**src/rtl/gomoku_ui_pkg.sv**
```systemverilog
// Shared types and board geometry for the Gomoku UI datapath.
// Cell encoding, read-pipeline tags and clear-FSM states live here.
package gomoku_ui_pkg;

    typedef enum logic [1:0] {
        EMPTY = 2'b00,
        BLACK = 2'b01,
        WHITE = 2'b10
    } cell_t;

    localparam int BOARD_N = 15;
    localparam int CELLS   = BOARD_N * BOARD_N;
    localparam int ADDR_W  = 8;

    typedef enum logic [1:0] {
        TAG_NONE = 2'd0,
        TAG_VGA  = 2'd1,
        TAG_GAME = 2'd2,
        TAG_ERR  = 2'd3
    } rd_tag_t;

    typedef enum logic {
        CLR_IDLE = 1'b0,
        CLR_RUN  = 1'b1
    } clr_state_t;

endpackage

```
**src/rtl/board_mem_arbiter_clear_seq.sv**
```systemverilog
// Full-board clear sequencer: walks addresses 0..CELLS-1, advancing only
// on cycles the arbiter grants to it.
module board_clear_seq #(
    parameter int CELLS  = gomoku_ui_pkg::CELLS,
    parameter int ADDR_W = gomoku_ui_pkg::ADDR_W
) (
    input  logic              clk,
    input  logic              rst_n,
    input  logic              start,
    input  logic              grant,
    output logic              busy,
    output logic              done,
    output logic [ADDR_W-1:0] addr
);
    import gomoku_ui_pkg::*;

    localparam logic [ADDR_W-1:0] LAST_ADDR = ADDR_W'(CELLS - 1);

    clr_state_t        state_q, state_d;
    logic [ADDR_W-1:0] cnt_q, cnt_d;
    logic              last_wr;

    assign last_wr = (state_q == CLR_RUN) && grant && (cnt_q == LAST_ADDR);

    always_ff @(posedge clk or negedge rst_n) begin
        if (!rst_n) begin
            state_q <= CLR_IDLE;
            cnt_q   <= '0;
        end else begin
            state_q <= state_d;
            cnt_q   <= cnt_d;
        end
    end

    always_comb begin
        state_d = state_q;
        case (state_q)
            CLR_IDLE: if (start)   state_d = CLR_RUN;
            CLR_RUN:  if (last_wr) state_d = CLR_IDLE;
            default:               state_d = CLR_IDLE;
        endcase
    end

    // Counter only moves on granted slots so VGA steals never skip a cell.
    always_comb begin
        cnt_d = cnt_q;
        if (state_q == CLR_IDLE) begin
            cnt_d = '0;
        end else if (grant) begin
            cnt_d = last_wr ? '0 : cnt_q + 1'b1;
        end
    end

    always_comb begin
        busy = (state_q == CLR_RUN);
        done = last_wr;
        addr = cnt_q;
    end

endmodule

```
**src/rtl/board_mem_arbiter.sv**
```systemverilog
// Single-port board RAM arbiter: VGA reads > clear writes > game port,
// with a two-stage tag pipeline routing read data back to its requester.
module board_mem_arbiter #(
    parameter int CELLS  = gomoku_ui_pkg::CELLS,
    parameter int ADDR_W = gomoku_ui_pkg::ADDR_W,
    parameter int DATA_W = 2
) (
    input  logic              clk,
    input  logic              rst_n,
    input  logic              pix_en,
    input  logic              vga_req,
    input  logic [ADDR_W-1:0] vga_addr,
    output logic [DATA_W-1:0] vga_data,
    output logic              vga_data_valid,
    input  logic              game_valid,
    output logic              game_ready,
    input  logic              game_we,
    input  logic [ADDR_W-1:0] game_addr,
    input  logic [DATA_W-1:0] game_wdata,
    output logic [DATA_W-1:0] game_rdata,
    output logic              game_rvalid,
    output logic              game_err,
    input  logic              clear_start,
    output logic              clear_busy,
    output logic              clear_done,
    output logic              mem_en,
    output logic              mem_we,
    output logic [ADDR_W-1:0] mem_addr,
    output logic [DATA_W-1:0] mem_wdata,
    input  logic [DATA_W-1:0] mem_rdata
);
    import gomoku_ui_pkg::*;

    localparam logic [ADDR_W:0] CELLS_X = (ADDR_W + 1)'(CELLS);

    logic              vga_slot, clr_slot, game_acc, game_in_rng;
    logic              clr_busy, clr_done;
    logic [ADDR_W-1:0] clr_addr;
    rd_tag_t           tag_p0;
    rd_tag_t           tag_p1_q, tag_p1_d;
    logic              game_err_q, game_err_d;
    logic [DATA_W-1:0] vga_data_q, vga_data_d;
    logic              vga_vld_q, vga_vld_d;
    logic [DATA_W-1:0] game_rdata_q, game_rdata_d;
    logic              game_vld_q, game_vld_d;

    // Combinational grants are masked by rst_n so every output is 0 in reset.
    assign vga_slot    = rst_n && pix_en && vga_req;
    assign clr_slot    = rst_n && !vga_slot && clr_busy;
    assign game_ready  = rst_n && !vga_slot && !clr_busy && !clear_start;
    assign game_acc    = game_valid && game_ready;
    assign game_in_rng = ({1'b0, game_addr} < CELLS_X);

    board_clear_seq #(
        .CELLS (CELLS),
        .ADDR_W(ADDR_W)
    ) u_clear_seq (
        .clk  (clk),
        .rst_n(rst_n),
        .start(clear_start),
        .grant(clr_slot),
        .busy (clr_busy),
        .done (clr_done),
        .addr (clr_addr)
    );

    // Stage p0: slot owner drives the RAM port and tags any read.
    always_comb begin
        mem_en    = 1'b0;
        mem_we    = 1'b0;
        mem_addr  = '0;
        mem_wdata = '0;
        tag_p0    = TAG_NONE;
        if (vga_slot) begin
            mem_en   = 1'b1;
            mem_addr = vga_addr;
            tag_p0   = TAG_VGA;
        end else if (clr_slot) begin
            mem_en    = 1'b1;
            mem_we    = 1'b1;
            mem_addr  = clr_addr;
            mem_wdata = DATA_W'(EMPTY);
        end else if (game_acc) begin
            if (game_in_rng) begin
                mem_en    = 1'b1;
                mem_we    = game_we;
                mem_addr  = game_addr;
                mem_wdata = game_wdata;
                if (!game_we) tag_p0 = TAG_GAME;
            end else if (!game_we) begin
                tag_p0 = TAG_ERR;
            end
        end
    end

    always_comb begin
        tag_p1_d   = tag_p0;
        game_err_d = game_acc && !game_in_rng;
    end

    // Stage p1 -> p2: RAM data is valid now; steer it by tag.
    always_comb begin
        vga_data_d   = vga_data_q;
        vga_vld_d    = 1'b0;
        game_rdata_d = game_rdata_q;
        game_vld_d   = 1'b0;
        case (tag_p1_q)
            TAG_VGA: begin
                vga_data_d = mem_rdata;
                vga_vld_d  = 1'b1;
            end
            TAG_GAME: begin
                game_rdata_d = mem_rdata;
                game_vld_d   = 1'b1;
            end
            TAG_ERR: begin
                game_rdata_d = '0;
                game_vld_d   = 1'b1;
            end
            default: ;
        endcase
    end

    always_ff @(posedge clk or negedge rst_n) begin
        if (!rst_n) begin
            tag_p1_q     <= TAG_NONE;
            game_err_q   <= 1'b0;
            vga_data_q   <= '0;
            vga_vld_q    <= 1'b0;
            game_rdata_q <= '0;
            game_vld_q   <= 1'b0;
        end else begin
            tag_p1_q     <= tag_p1_d;
            game_err_q   <= game_err_d;
            vga_data_q   <= vga_data_d;
            vga_vld_q    <= vga_vld_d;
            game_rdata_q <= game_rdata_d;
            game_vld_q   <= game_vld_d;
        end
    end

    assign vga_data       = vga_data_q;
    assign vga_data_valid = vga_vld_q;
    assign game_rdata     = game_rdata_q;
    assign game_rvalid    = game_vld_q;
    assign game_err       = game_err_q;
    assign clear_busy     = clr_busy;
    assign clear_done     = clr_done;

endmodule

```
**config.mk**
```make
export PLATFORM = sky130hd
export DESIGN_NAME = board_mem_arbiter
export DESIGN_NICKNAME = d
export VERILOG_FILES = /design/src/rtl/gomoku_ui_pkg.sv /design/src/rtl/board_mem_arbiter_clear_seq.sv /design/src/rtl/board_mem_arbiter.sv
export SDC_FILE = /design/constraint.sdc
export NUM_CORES = 1
export LEC_CHECK = 0
export ABC_AREA = 1
export CORE_MARGIN = 5
export CORE_UTILIZATION = 41
export DETAILED_ROUTE_END_ITERATION = 12
export PLACE_DENSITY_LB_ADDON = 0.1
export SKIP_CTS_REPAIR_TIMING = 1
export SLEW_MARGIN = 15
export SYNTH_ARGS = -nofsm -noshare
export SYNTH_HDL_FRONTEND = slang
export SYNTH_SLANG_ARGS = --single-unit
```
**constraint.sdc**
```tcl
create_clock -name clk -period 1.42 [get_ports clk]
set_input_delay 0.355 -clock clk [delete_from_list [all_inputs] [get_ports clk]]
set_output_delay 0.355 -clock clk [all_outputs]
set_load 0.02 [all_outputs]
```
Word level (Yosys, flattened, before mapping)
Cells that the tools add are included.
- bits in registers: 18
- bits of input ports: 27
- output and inout bits: 22
- word-level logic and storage cells: 63
- add/subtract/negate cells: 1
- $lt $le $gt $ge: 1
- eq/ne operators: 5
- multiplexer cells: 31
- bitwise logic cells: 1
- reductions and logical operators: 16
- operators by type and width (operator ; number):
    2-to-1 mux 8 bit ; 7
    2-to-1 mux 2 bit ; 10
    2-to-1 mux 1 bit ; 12
    logical AND 1 bit ; 10
    adder 8 x 1 -> 8 bit (second input constant) ; 1
    == test 8 bit (second input constant) ; 1
    less-than comparator 8 bit (second input constant) ; 1
    == test 2 bit (second input constant) ; 2
    logical NOT 1 bit ; 4
    case mux 2 bit (2 select lines) ; 1
    == test 2 x 1 -> 1 bit (second input constant) ; 1
    inequality test 2 x 1 -> 1 bit (second input constant) ; 1
    case mux 1 bit (2 select lines) ; 1
    nonzero test 2 bit ; 1
    OR reduction 2 bit ; 1
    NOT 1 bit ; 1

Logic depth before layout (Yosys ltp)
- depth in word-level cells: 10
- gate-level depth with buffers: 9
- mapped depth without buffers: 9

Modules after synthesis
A second synthesis with hierarchy kept.
- cell total of the unflattened synthesis: 174
- area total of the unflattened synthesis: 1174.9 sq um
- modules (own cells, without submodules) (module ; times used ; cells an instance ; area each (sq um)):
    board_mem_arbiter ; 1 ; 91 ; 614.3
    board_clear_seq ; 1 ; 83 ; 560.5

Least setup slack after synthesis
Ideal clock, no wire load.
- kind: reg2out
- start: reg u_clear_seq.state_q (netlist: u_clear_seq.busy)
- end: out mem_we
- arrival: 1.278 ns
- required time: 1.065 ns
- setup slack: -0.213 ns
- stages on the path, launching flop included: 6
- cells stage by stage: dfrtp_1 nor2_2 nand3_2 nor2_4 nand2_1 o21ai_1
- cells in the longest elaborated chain, start to end: 7
- ends and longest elaborated chain (element ; RTL line ; text):
    from (decl) ; board_mem_arbiter_clear_seq.sv:19 ; clr_state_t state_q, state_d;
    from (signal assigned) ; board_mem_arbiter_clear_seq.sv:30 ; state_q <= state_d;
    logical NOT 1 bit ; board_mem_arbiter.sv:50 ; assign game_ready = rst_n && !vga_slot && !clr_busy && !clear_start;
    logical AND 1 bit (2 in a row) ; board_mem_arbiter.sv:50 ;
    logical AND 1 bit ; board_mem_arbiter.sv:51 ; assign game_acc = game_valid && game_ready;
    2-to-1 mux 1 bit ; board_mem_arbiter.sv:83 ; end else if (game_acc) begin
    2-to-1 mux 1 bit * ; board_mem_arbiter.sv:78 ; end else if (clr_slot) begin
    2-to-1 mux 1 bit * ; board_mem_arbiter.sv:74 ; if (vga_slot) begin
    to (decl) ; board_mem_arbiter.sv:27 ; output logic mem_we,
Mark *: on every way between the ends. The rest lies on a longest branch, timed or not.

Worst setup path after layout
Ends and elaborated chain as after synthesis.

==> metrics.csv <==
metric;value;unit
Synth Area in Compound Gates;6.109;%
Hold/Removal Path Class;input pin to asynchronous set/reset pin;
Final Hold Vio Count;0;
Post-Route WL;3812;um
R2R cell count;6;
die extent in x;63.36;um
Mapped Cells;171;
gr usage total;17.14;%
Async SR Flop Fraction;100.0;%
Setup Skew;1.654;ps
CTS tree;yes;
core area;2734;sq um
outcome;finished, violations left;
first-pass GRT wire length;5713;um
largest family of logic cells by synthesized area;simple AND/OR/NAND/NOR gates;
Clock transition at path regs;110;ps
# port buffers;48;
critical path type;flop to output port;
Static Leak;1.238;nW
Final Cycle Share;135.1;%
Wirelength per Cell;13.57;um
fmax;0.5211;GHz
diode count;0;
layout cells sized above 1;37.20;%
syn_nets;200;
clk_lat worst skew;300;ps
startpoint types;flop;
Max FO, Critical Path;6;
dpl ws;-1052;ps
DRC;0;
Final setup viols;14;
clock tree buffer depth;2;
DRT antenna net count;0;
antenna violations before repair;0;
Max-cap violations;0;
grt total ovfl;0;
fin nets;280;
Rows;19;
Synth Warn #;0;
IO Pins;49;
Arr. time, crit path;1560;ps
post-route minimum period;1919;ps
Worst EP required;1070;ps
multi-input logic area;752.0;sq um
area delta synth->final;85.64;%
Slew Limit Fails;0;
Post-Syn Area;1167;sq um
actual slew at the worst max-slew pin;283.7;ps
Post-DP HPWL;2641;um
RSZ-0062 raised after global routing;true;
GPL Wtd Cong;0.8642;
maximum number of pins on one net before global-route repair;11;
number of global-route vias before repair;1336;
Slew headroom;81.05;%
Adder-Cell Fraction of Synth Area;2.144;%
Crit. End Element;output port;
power per cell area;831.0;nW/um^2
count of cell types in the netlist;21;
die area;4014;sq um
Syn Area/Cell;6.827;sq um
Max H-tree Level;1;
FILL cells;189;
sequential cell area;451.7;sq um
Iter 0 DRT Violations;51;
mux contribution to synthesized area;0;%
clock sink count;18;
Via-to-Cell Ratio;4.957;
Final WS setup;-498.9;ps
flops & latches, synth;18;
Top FF cell, synth;dfrtp_1;
Simple-Gate Fraction of Synth Area;38.59;%
CTS root buf;clkbuf_4;
maximum VDD drop;0.8164;mV
Synth Area in XOR/XNOR;2.251;%
CTS buffer count;3;
number of detailed-route iterations in the first pass;4;
setup tns final;-6058;ps
starting density of the core;42.70;%
violated checks;setup timing;
Post-synth EDFFs;0;
vias;1393;
chip height;63.36;um
sequential area share after synthesis;38.59;%
[cell families (layout without fill, tap and decap cells)]
logic type               count (synthesis)  count (layout)
adder cells (fa/ha/maj)                  2               2
XOR/XNOR                                 3               3
flip-flops                              18              18
AND/OR/NAND/NOR                        101             102
AO/OA/AOI/OAI                           13              13
buffers and inverters                   34             112
[per-stage QoR]
| stage | hold slack (ps) | utilization (%) | instance area, sq um | cells | power [W] |
|---|---|---|---|---|---|
| global route | 176.8 | 79.27 | 2167 | 281 | 0.001930 |
| global placement | 432.7 | 68.15 | 1863 | 269 | 0.001343 |
| floorplan | 59.41 | - | 1202 | 171 | 0.001008 |
| detailed placement | 443.8 | 68.15 | 1863 | 269 | 0.001356 |
| CTS | 466.7 | 69.47 | 1899 | 273 | 0.001682 |
| finish | 182.2 | 79.27 | 2167 | 281 | 0.001801 |
[routing by layer]
layer | wire length (um) | GRT usage [%] | part of all wire, % | vias to the layer above
met5 | 0 | 0 | 0 | -
met4 | 54 | 6.753 | 1.4 | 0
met3 | 286 | 3.552 | 7.5 | 6
met2 | 1993 | 29.19 | 52 | 60
met1 | 1478 | 20.88 | 39 | 646
li1 | - | - | - | 681
[placed cells by master, fill, tap and decap left out, types with 2 or more instances in the layout]
cell,n
nand2_2,9
nand3_1,10
clkdlybuf4s50_1,16
dfrtp_1,17
nor2_2,5
o21ai_0,6
buf_6,16
nor2_1,8
inv_1,26
nand4_1,2
buf_4,28
nand2_4,2
xor2_1,2
o22ai_1,3
nand2_1,45
nor2_4,9
dlymetal6s2s_1,18
nand3_2,10
inv_2,4
o21ai_1,2
clkbuf_4,3
[registers in the layout, indices dropped and copies added, names as in the netlist]
name	count
vga_data_valid	1
game_rdata	2
game_rvalid	1
tag_p1_q	2
game_err	1
vga_data	2
u_clear_seq.busy	1
u_clear_seq.addr	8
[worst max-delay path, cell delays in order (launching register included)]
cell and delay (ps):
dfrtp_2 440, nor2_4 150, nand3_2 120, nor2_4 220, nand2_2 80, o21ai_2 130, buf_6 130
[cells in the mapped netlist, types with 3 or more instances]
library cell | number | area, sq um
o22ai_1 | 3 | 18.77
nor2_1 | 17 | 63.81
dfrtp_1 | 18 | 450.4
nand3_1 | 19 | 95.09
o21ai_1 | 3 | 15.01
nand2_1 | 53 | 198.9
nor2_2 | 3 | 18.77
inv_1 | 29 | 108.9
nand2_2 | 3 | 18.77
o21ai_0 | 6 | 30.03
[final timing paths]
check	start	to	slack, ps
worst max-delay path	u_clear_seq.busy	mem_we	-500
worst min-delay path	rst_n	u_clear_seq.addr[6]	180
worst max register to register	u_clear_seq.busy	tag_p1_q[0]	50
worst min register to register	tag_p1_q[1]	game_rvalid	460
max in group asynchronous	rst_n	u_clear_seq.busy	1080
min in group clk	clear_start	u_clear_seq.busy	400
[power by group]
group | total [W] | switching (W) | internal, W
combinational | 0.000847 | 0.000430 | 0.000417
sequential | 0.000632 | 0.0000472 | 0.000584
clock | 0.000322 | 0.000166 | 0.000156
[area by class of cell]
| type | instances | share of cell area [%] |
|---|---|---|
| Sequential cell | 18 | 20.84 |
| Timing Repair Buffer | 78 | 35.80 |
| Inverter | 30 | 5.196 |
| Tap cell | 31 | 1.790 |
| Multi-Input combinational cell | 120 | 34.70 |
| Clock buffer | 4 | 1.674 |
Note: power is estimated with default switching activity, not from simulation.
